==> src/rtl/dose_countdown_timer.sv <==
// Dose countdown timer: loads a clamped BCD hh:mm:ss value, counts it down once per second, and flags expiry.
// Optional macro DOSE_TIMER_ALARM_BLINK_EN makes the expired alarm blink at 1 s on / 1 s off.
module dose_countdown_timer #(
  parameter int TICKS_PER_SEC = 50000000
) (
  input  logic        clk,
  input  logic        reset,
  input  logic [3:0]  state,
  input  logic [23:0] loadTime,
  output logic [23:0] displayBits,
  output logic        running,
  output logic        alarm,
  output logic        secondPulse
);

  localparam int PW = (TICKS_PER_SEC > 2) ? $clog2(TICKS_PER_SEC) : 1;
  localparam logic [PW-1:0] PRESC_LAST = PW'(TICKS_PER_SEC - 1);
  localparam logic [PW-1:0] PRESC_ZERO = {PW{1'b0}};
  localparam logic [PW-1:0] PRESC_ONE  = PW'(1);
  // Value each digit takes when it borrows from zero, packed like the count.
  localparam logic [23:0] DIGIT_WRAP = 24'h995959;
  localparam logic [3:0]  CODE_START = 4'd3;

  typedef enum logic [1:0] {
    FSM_SETUP   = 2'd0,
    FSM_RUN     = 2'd1,
    FSM_EXPIRED = 2'd2
  } fsm_t;

  fsm_t          fsm_q, fsm_d;
  logic [23:0]   count_q, count_d;
  logic [PW-1:0] presc_q, presc_d;
  logic          running_q, running_d;
  logic          alarm_q, alarm_d;
  logic          pulse_q, pulse_d;

  logic [23:0]   dec_s;
  logic          presc_wrap_s;
  logic [PW-1:0] presc_next_s;

  function automatic logic [3:0] clamp_digit(input logic [3:0] d, input logic [3:0] max_v);
    clamp_digit = (d > max_v) ? max_v : d;
  endfunction

  function automatic logic [23:0] clamp_time(input logic [23:0] t);
    logic [3:0] ht;
    logic [3:0] hu;
    ht = clamp_digit(t[23:20], 4'd1);
    hu = clamp_digit(t[19:16], 4'd9);
    if (ht == 4'd1) begin
      hu = clamp_digit(hu, 4'd2);
    end else begin
      hu = hu;
    end
    clamp_time = {ht, hu,
                  clamp_digit(t[15:12], 4'd5), clamp_digit(t[11:8], 4'd9),
                  clamp_digit(t[7:4], 4'd5),   clamp_digit(t[3:0], 4'd9)};
  endfunction

  function automatic logic [23:0] dec_time(input logic [23:0] t);
    logic [23:0] r;
    logic        borrow;
    r      = t;
    borrow = 1'b1;
    for (int i = 0; i < 6; i++) begin
      if (borrow) begin
        if (r[i*4 +: 4] == 4'd0) begin
          r[i*4 +: 4] = DIGIT_WRAP[i*4 +: 4];
          borrow      = 1'b1;
        end else begin
          r[i*4 +: 4] = r[i*4 +: 4] - 4'd1;
          borrow      = 1'b0;
        end
      end else begin
        borrow = 1'b0;
      end
    end
    dec_time = r;
  endfunction

  // Next-state and next-output computation for the timer FSM.
  always_comb begin
    fsm_d        = fsm_q;
    count_d      = count_q;
    presc_d      = presc_q;
    running_d    = running_q;
    alarm_d      = alarm_q;
    pulse_d      = 1'b0;
    dec_s        = dec_time(count_q);
    presc_wrap_s = (presc_q == PRESC_LAST);
    presc_next_s = presc_wrap_s ? PRESC_ZERO : (presc_q + PRESC_ONE);

    // Codes 4..15 freeze the whole block; the strobe simply does not fire.
    if (state > CODE_START) begin
      pulse_d = 1'b0;
    end else begin
      case (fsm_q)
        FSM_SETUP: begin
          running_d = 1'b0;
          alarm_d   = 1'b0;
          presc_d   = PRESC_ZERO;
          if (state == CODE_START) begin
            fsm_d     = FSM_RUN;
            running_d = 1'b1;
          end else begin
            count_d = clamp_time(loadTime);
          end
        end
        FSM_RUN: begin
          if (state != CODE_START) begin
            fsm_d     = FSM_SETUP;
            running_d = 1'b0;
            alarm_d   = 1'b0;
          end else if (count_q == 24'h000000) begin
            fsm_d     = FSM_EXPIRED;
            presc_d   = presc_next_s;
            running_d = 1'b0;
            alarm_d   = 1'b1;
          end else if (presc_wrap_s) begin
            presc_d = PRESC_ZERO;
            count_d = dec_s;
            pulse_d = 1'b1;
            if (dec_s == 24'h000000) begin
              fsm_d     = FSM_EXPIRED;
              running_d = 1'b0;
              alarm_d   = 1'b1;
            end else begin
              running_d = 1'b1;
              alarm_d   = 1'b0;
            end
          end else begin
            presc_d   = presc_next_s;
            running_d = 1'b1;
            alarm_d   = 1'b0;
          end
        end
        FSM_EXPIRED: begin
          count_d   = 24'h000000;
          presc_d   = presc_next_s;
          running_d = 1'b0;
          if (state != CODE_START) begin
            fsm_d   = FSM_SETUP;
            alarm_d = 1'b0;
          end else begin
`ifdef DOSE_TIMER_ALARM_BLINK_EN
            alarm_d = presc_wrap_s ? ~alarm_q : alarm_q;
`else
            alarm_d = 1'b1;
`endif
          end
        end
        default: begin
          fsm_d     = FSM_SETUP;
          count_d   = 24'h000000;
          presc_d   = PRESC_ZERO;
          running_d = 1'b0;
          alarm_d   = 1'b0;
        end
      endcase
    end
  end

  // State and registered-output flops with synchronous reset.
  always_ff @(posedge clk) begin
    if (reset) begin
      fsm_q     <= FSM_SETUP;
      count_q   <= 24'h000000;
      presc_q   <= PRESC_ZERO;
      running_q <= 1'b0;
      alarm_q   <= 1'b0;
      pulse_q   <= 1'b0;
    end else begin
      fsm_q     <= fsm_d;
      count_q   <= count_d;
      presc_q   <= presc_d;
      running_q <= running_d;
      alarm_q   <= alarm_d;
      pulse_q   <= pulse_d;
    end
  end

  assign displayBits = count_q;
  assign running     = running_q;
  assign alarm       = alarm_q;
  assign secondPulse = pulse_q;

endmodule

==> config.mk <==
export PLATFORM = sky130hd
export DESIGN_NAME = dose_countdown_timer
export DESIGN_NICKNAME = d
export VERILOG_FILES = /design/src/rtl/dose_countdown_timer.sv
export SDC_FILE = /design/constraint.sdc
export NUM_CORES = 1
export LEC_CHECK = 0
export CAP_MARGIN = 15
export CORE_MARGIN = 1
export CORE_UTILIZATION = 55
export CTS_BUF_LIST = sky130_fd_sc_hd__clkbuf_16
export DETAILED_ROUTE_END_ITERATION = 10
export GPL_ROUTABILITY_DRIVEN = 0
export PLACE_DENSITY = 0.83
export SYNTH_ARGS = -nofsm -noshare
export SYNTH_HDL_FRONTEND = slang
export SYNTH_SLANG_ARGS = --single-unit
export TNS_END_PERCENT = 5
==> constraint.sdc <==
create_clock -name clk -period 6.7 [get_ports clk]
set_clock_uncertainty 0.05 [all_clocks]
set_input_delay 2.01 -clock clk [delete_from_list [all_inputs] [get_ports clk]]
set_output_delay 2.01 -clock clk [all_outputs]
set_load 0.05 [all_outputs]
==> results.toml <==
[run_status]
run_status = "finished clean"

[floorplan]
core-area_um2 = 5540
initial_core_util_pct = 57.6
die_x_um = 78.2
die_h_um = 78.2
fp-row-count = 27
die_area_um2 = 6110
io_pins = 57

[power]
swShare_pct = 31.0
p_sw_mw = 0.241
power_density_nw_per_um2 = 197
sequentialPowerShare_pct = 44.3
p_int_mw = 0.536
report.power.total_mw = 0.778
combPwrFrac_pct = 21.1
vdd_ir_drop_max_v = 0.000113
clkPwrFrac_pct = 34.6
cellLeakagePower_nw = 1.37

[timing]
fin_tns_setup_ps = 0
finalCriticalPeriod_ps = 4270
worstMarginPinSlew_ps = 883
final-max-slew-violation-count = 0
slew_headroom_pct = 41.1
finalHoldViolations = 0
finalSetupViolations = 0
grt_setup_unrepaired = "false"
fin_crit_sh_pct = 63.7
max_freq_mhz = 234

[clocking]
clk_latency_ps = 300
clk_pin_slew_ps = 70
cts_setup_buffers = 0
holdBufCountCts = 0
clock_path_buffers = 2
cts_sinks = 55
cts_buffers = 5
cts_resized = 0
cts_root_buffer = "clkbuf_16"
cts_tree = "built"
htreeDepth = 2

[synth]
synth_most_common_cell = "nor2_1"
synth_seq_cells = 55
ys_seq_area_share_pct = 34.5
synth.distinct_cells = 64
yosys.area.top_type = "dfxtp_1"
netlist_area_um2 = 3190
synth_common_cells = "nor2_1, dfxtp_1, nand2_1, o21ai_0, a21oi_1"
synth.area.top_cells = "dfxtp_1, nor2_1, o21ai_0, nand2_1, xor2_1"
synth_edf_count = 0
synth_top_area_share_pct = 34.5
synthCells = 406
synth_ff_type = "dfxtp_1"
avgSynthCellArea_um2 = 7.86
synth.net_count = 443
yosys_warnings = 0
synth-async-reset-ratio_pct = 0

[route]
totalWireLength_mm = 8.51
vias = 3296
avgRoutedWirePerCell_um = 16.0
drcViolationCount = 0
drtPass1Iterations = 5
ant_nets = 0
viasPerCell = 6.21
drt_iter0_markers = 302

[global_route]
gr-total-overflow = 0
grt_pass1_vias = 2978
antenna_found_initial = 0
grt_usage_pct = 28.4
grt_max_degree = 30
grt_pass1_wl_mm = 13.8

[placement]
hpwl_mm = 6.07
port-buffer-count = 56

[setup_path]
critPathKind = "primary input to register"
cp.required_ps = 6880
cp.arrival_ps = 4450
crit_path_end_kind = "register"
path_max_fanout = 7
startpoint_type = "primary input"

[final_layout]
n_antenna_cell = 0
drive_gt1_share_pct = 5.88
area_growth_pct = 23.8
fin_nets = 495

[hold_path]
hold_class = "register to register"

[run]
max_cap_viol_count = 0
==> cells by family after synthesis <==
kind of cell,share of synthesized area [%]
xor+xnor,5.49
buf+inv,3.29
mux,0.627
compound gates,21.4
flops,34.5
simple gates,32.0
fa+ha+maj,2.74
==> cells in the final DEF, fill, tap and decap left out, types with 3 or more instances in the layout <==
master / Yosys / routed
nor3_1: 17 / 17
or3_1: 7 / 7
clkbuf_16: 0 / 5
nor2_1: 56 / 56
nand4_1: 8 / 8
nand2_1: 40 / 40
xnor2_1: 7 / 7
clkdlybuf4s50_1: 0 / 56
nand2b_1: 10 / 10
a32o_1: 5 / 5
a311oi_1: 3 / 3
o21ai_0: 31 / 31
inv_1: 12 / 12
or2_2: 3 / 3
and4_1: 3 / 3
nand3_1: 15 / 15
a211oi_1: 4 / 4
ha_1: 7 / 7
dfxtp_1: 55 / 55
nor2b_1: 3 / 3
a21oi_1: 21 / 21
o211ai_1: 3 / 3
a22oi_1: 3 / 3
and3_1: 4 / 4
a31oi_1: 3 / 3
xor2_1: 13 / 13
nor4_1: 5 / 5
a221oi_1: 3 / 3
o31ai_1: 4 / 4
==> critical path, cell delays in order <==
cell             delay, ps
clkdlybuf4s50_1        470
and2_0                 290
o21ai_0                270
nor3b_2                490
nand2_1                150
or4b_2                 620
a21oi_1                140
==> metal layers <==
layer,up-vias,wire length [um],track usage (%)
met3,17,545,4.30
met1,1555,3570,35.2
met5,-,0,0
met4,0,155,8.52
met2,123,4250,50.5
li1,1601,-,-
==> stage by stage <==
step	utilization (%)	setup WS, ps	instance area (um^2)	hold slack [ps]	std cells
3_3_place_gp	68.6	2240	3800	430	523
3_5_place_dp	68.6	2160	3800	445	523
2_1_floorplan	-	2930	3190	416	406
5_1_grt	71.3	2270	3950	488	531
6_report	71.3	2430	3950	455	531
4_1_cts	71.3	2450	3950	459	531
==> cell type report <==
cell class                      count  area [um^2]
Sequential cell                    55         1100
Multi-Input combinational cell    325         1990
Clock inverter                      3         25.0
Clock buffer                        5          125
Tap cell                           72         90.1
Timing Repair Buffer               58          576
Inverter                           13         48.8
Fill cell                         469         1590
==> power by group through the flow <==
stage          combinational [mW]  clock (mW)  sequential, mW
2_1_floorplan              0.0849           0           0.372
3_3_place_gp                0.158           0           0.352
3_5_place_dp                0.161           0           0.352
4_1_cts                     0.162       0.271           0.344
5_1_grt                     0.178       0.285           0.346
6_report                    0.164       0.269           0.345
==> state kept, by name (all words and copies together) (netlist names) <==
name / cells
running: 1
displayBits: 24
presc_q: 26
alarm: 1
fsm_q: 2
secondPulse: 1
==> worst paths after layout <==
path / startpoint / end / slack [ps] / cells past startpoint
max: state[1] / presc_q[11] / 2430 / 7
min: presc_q[24] / presc_q[24] / 460 / 2
max reg2reg: fsm_q[1] / presc_q[23] / 3440 / 9
min reg2reg: presc_q[24] / presc_q[24] / 460 / 2
Note: power is estimated with default switching activity, not from simulation.
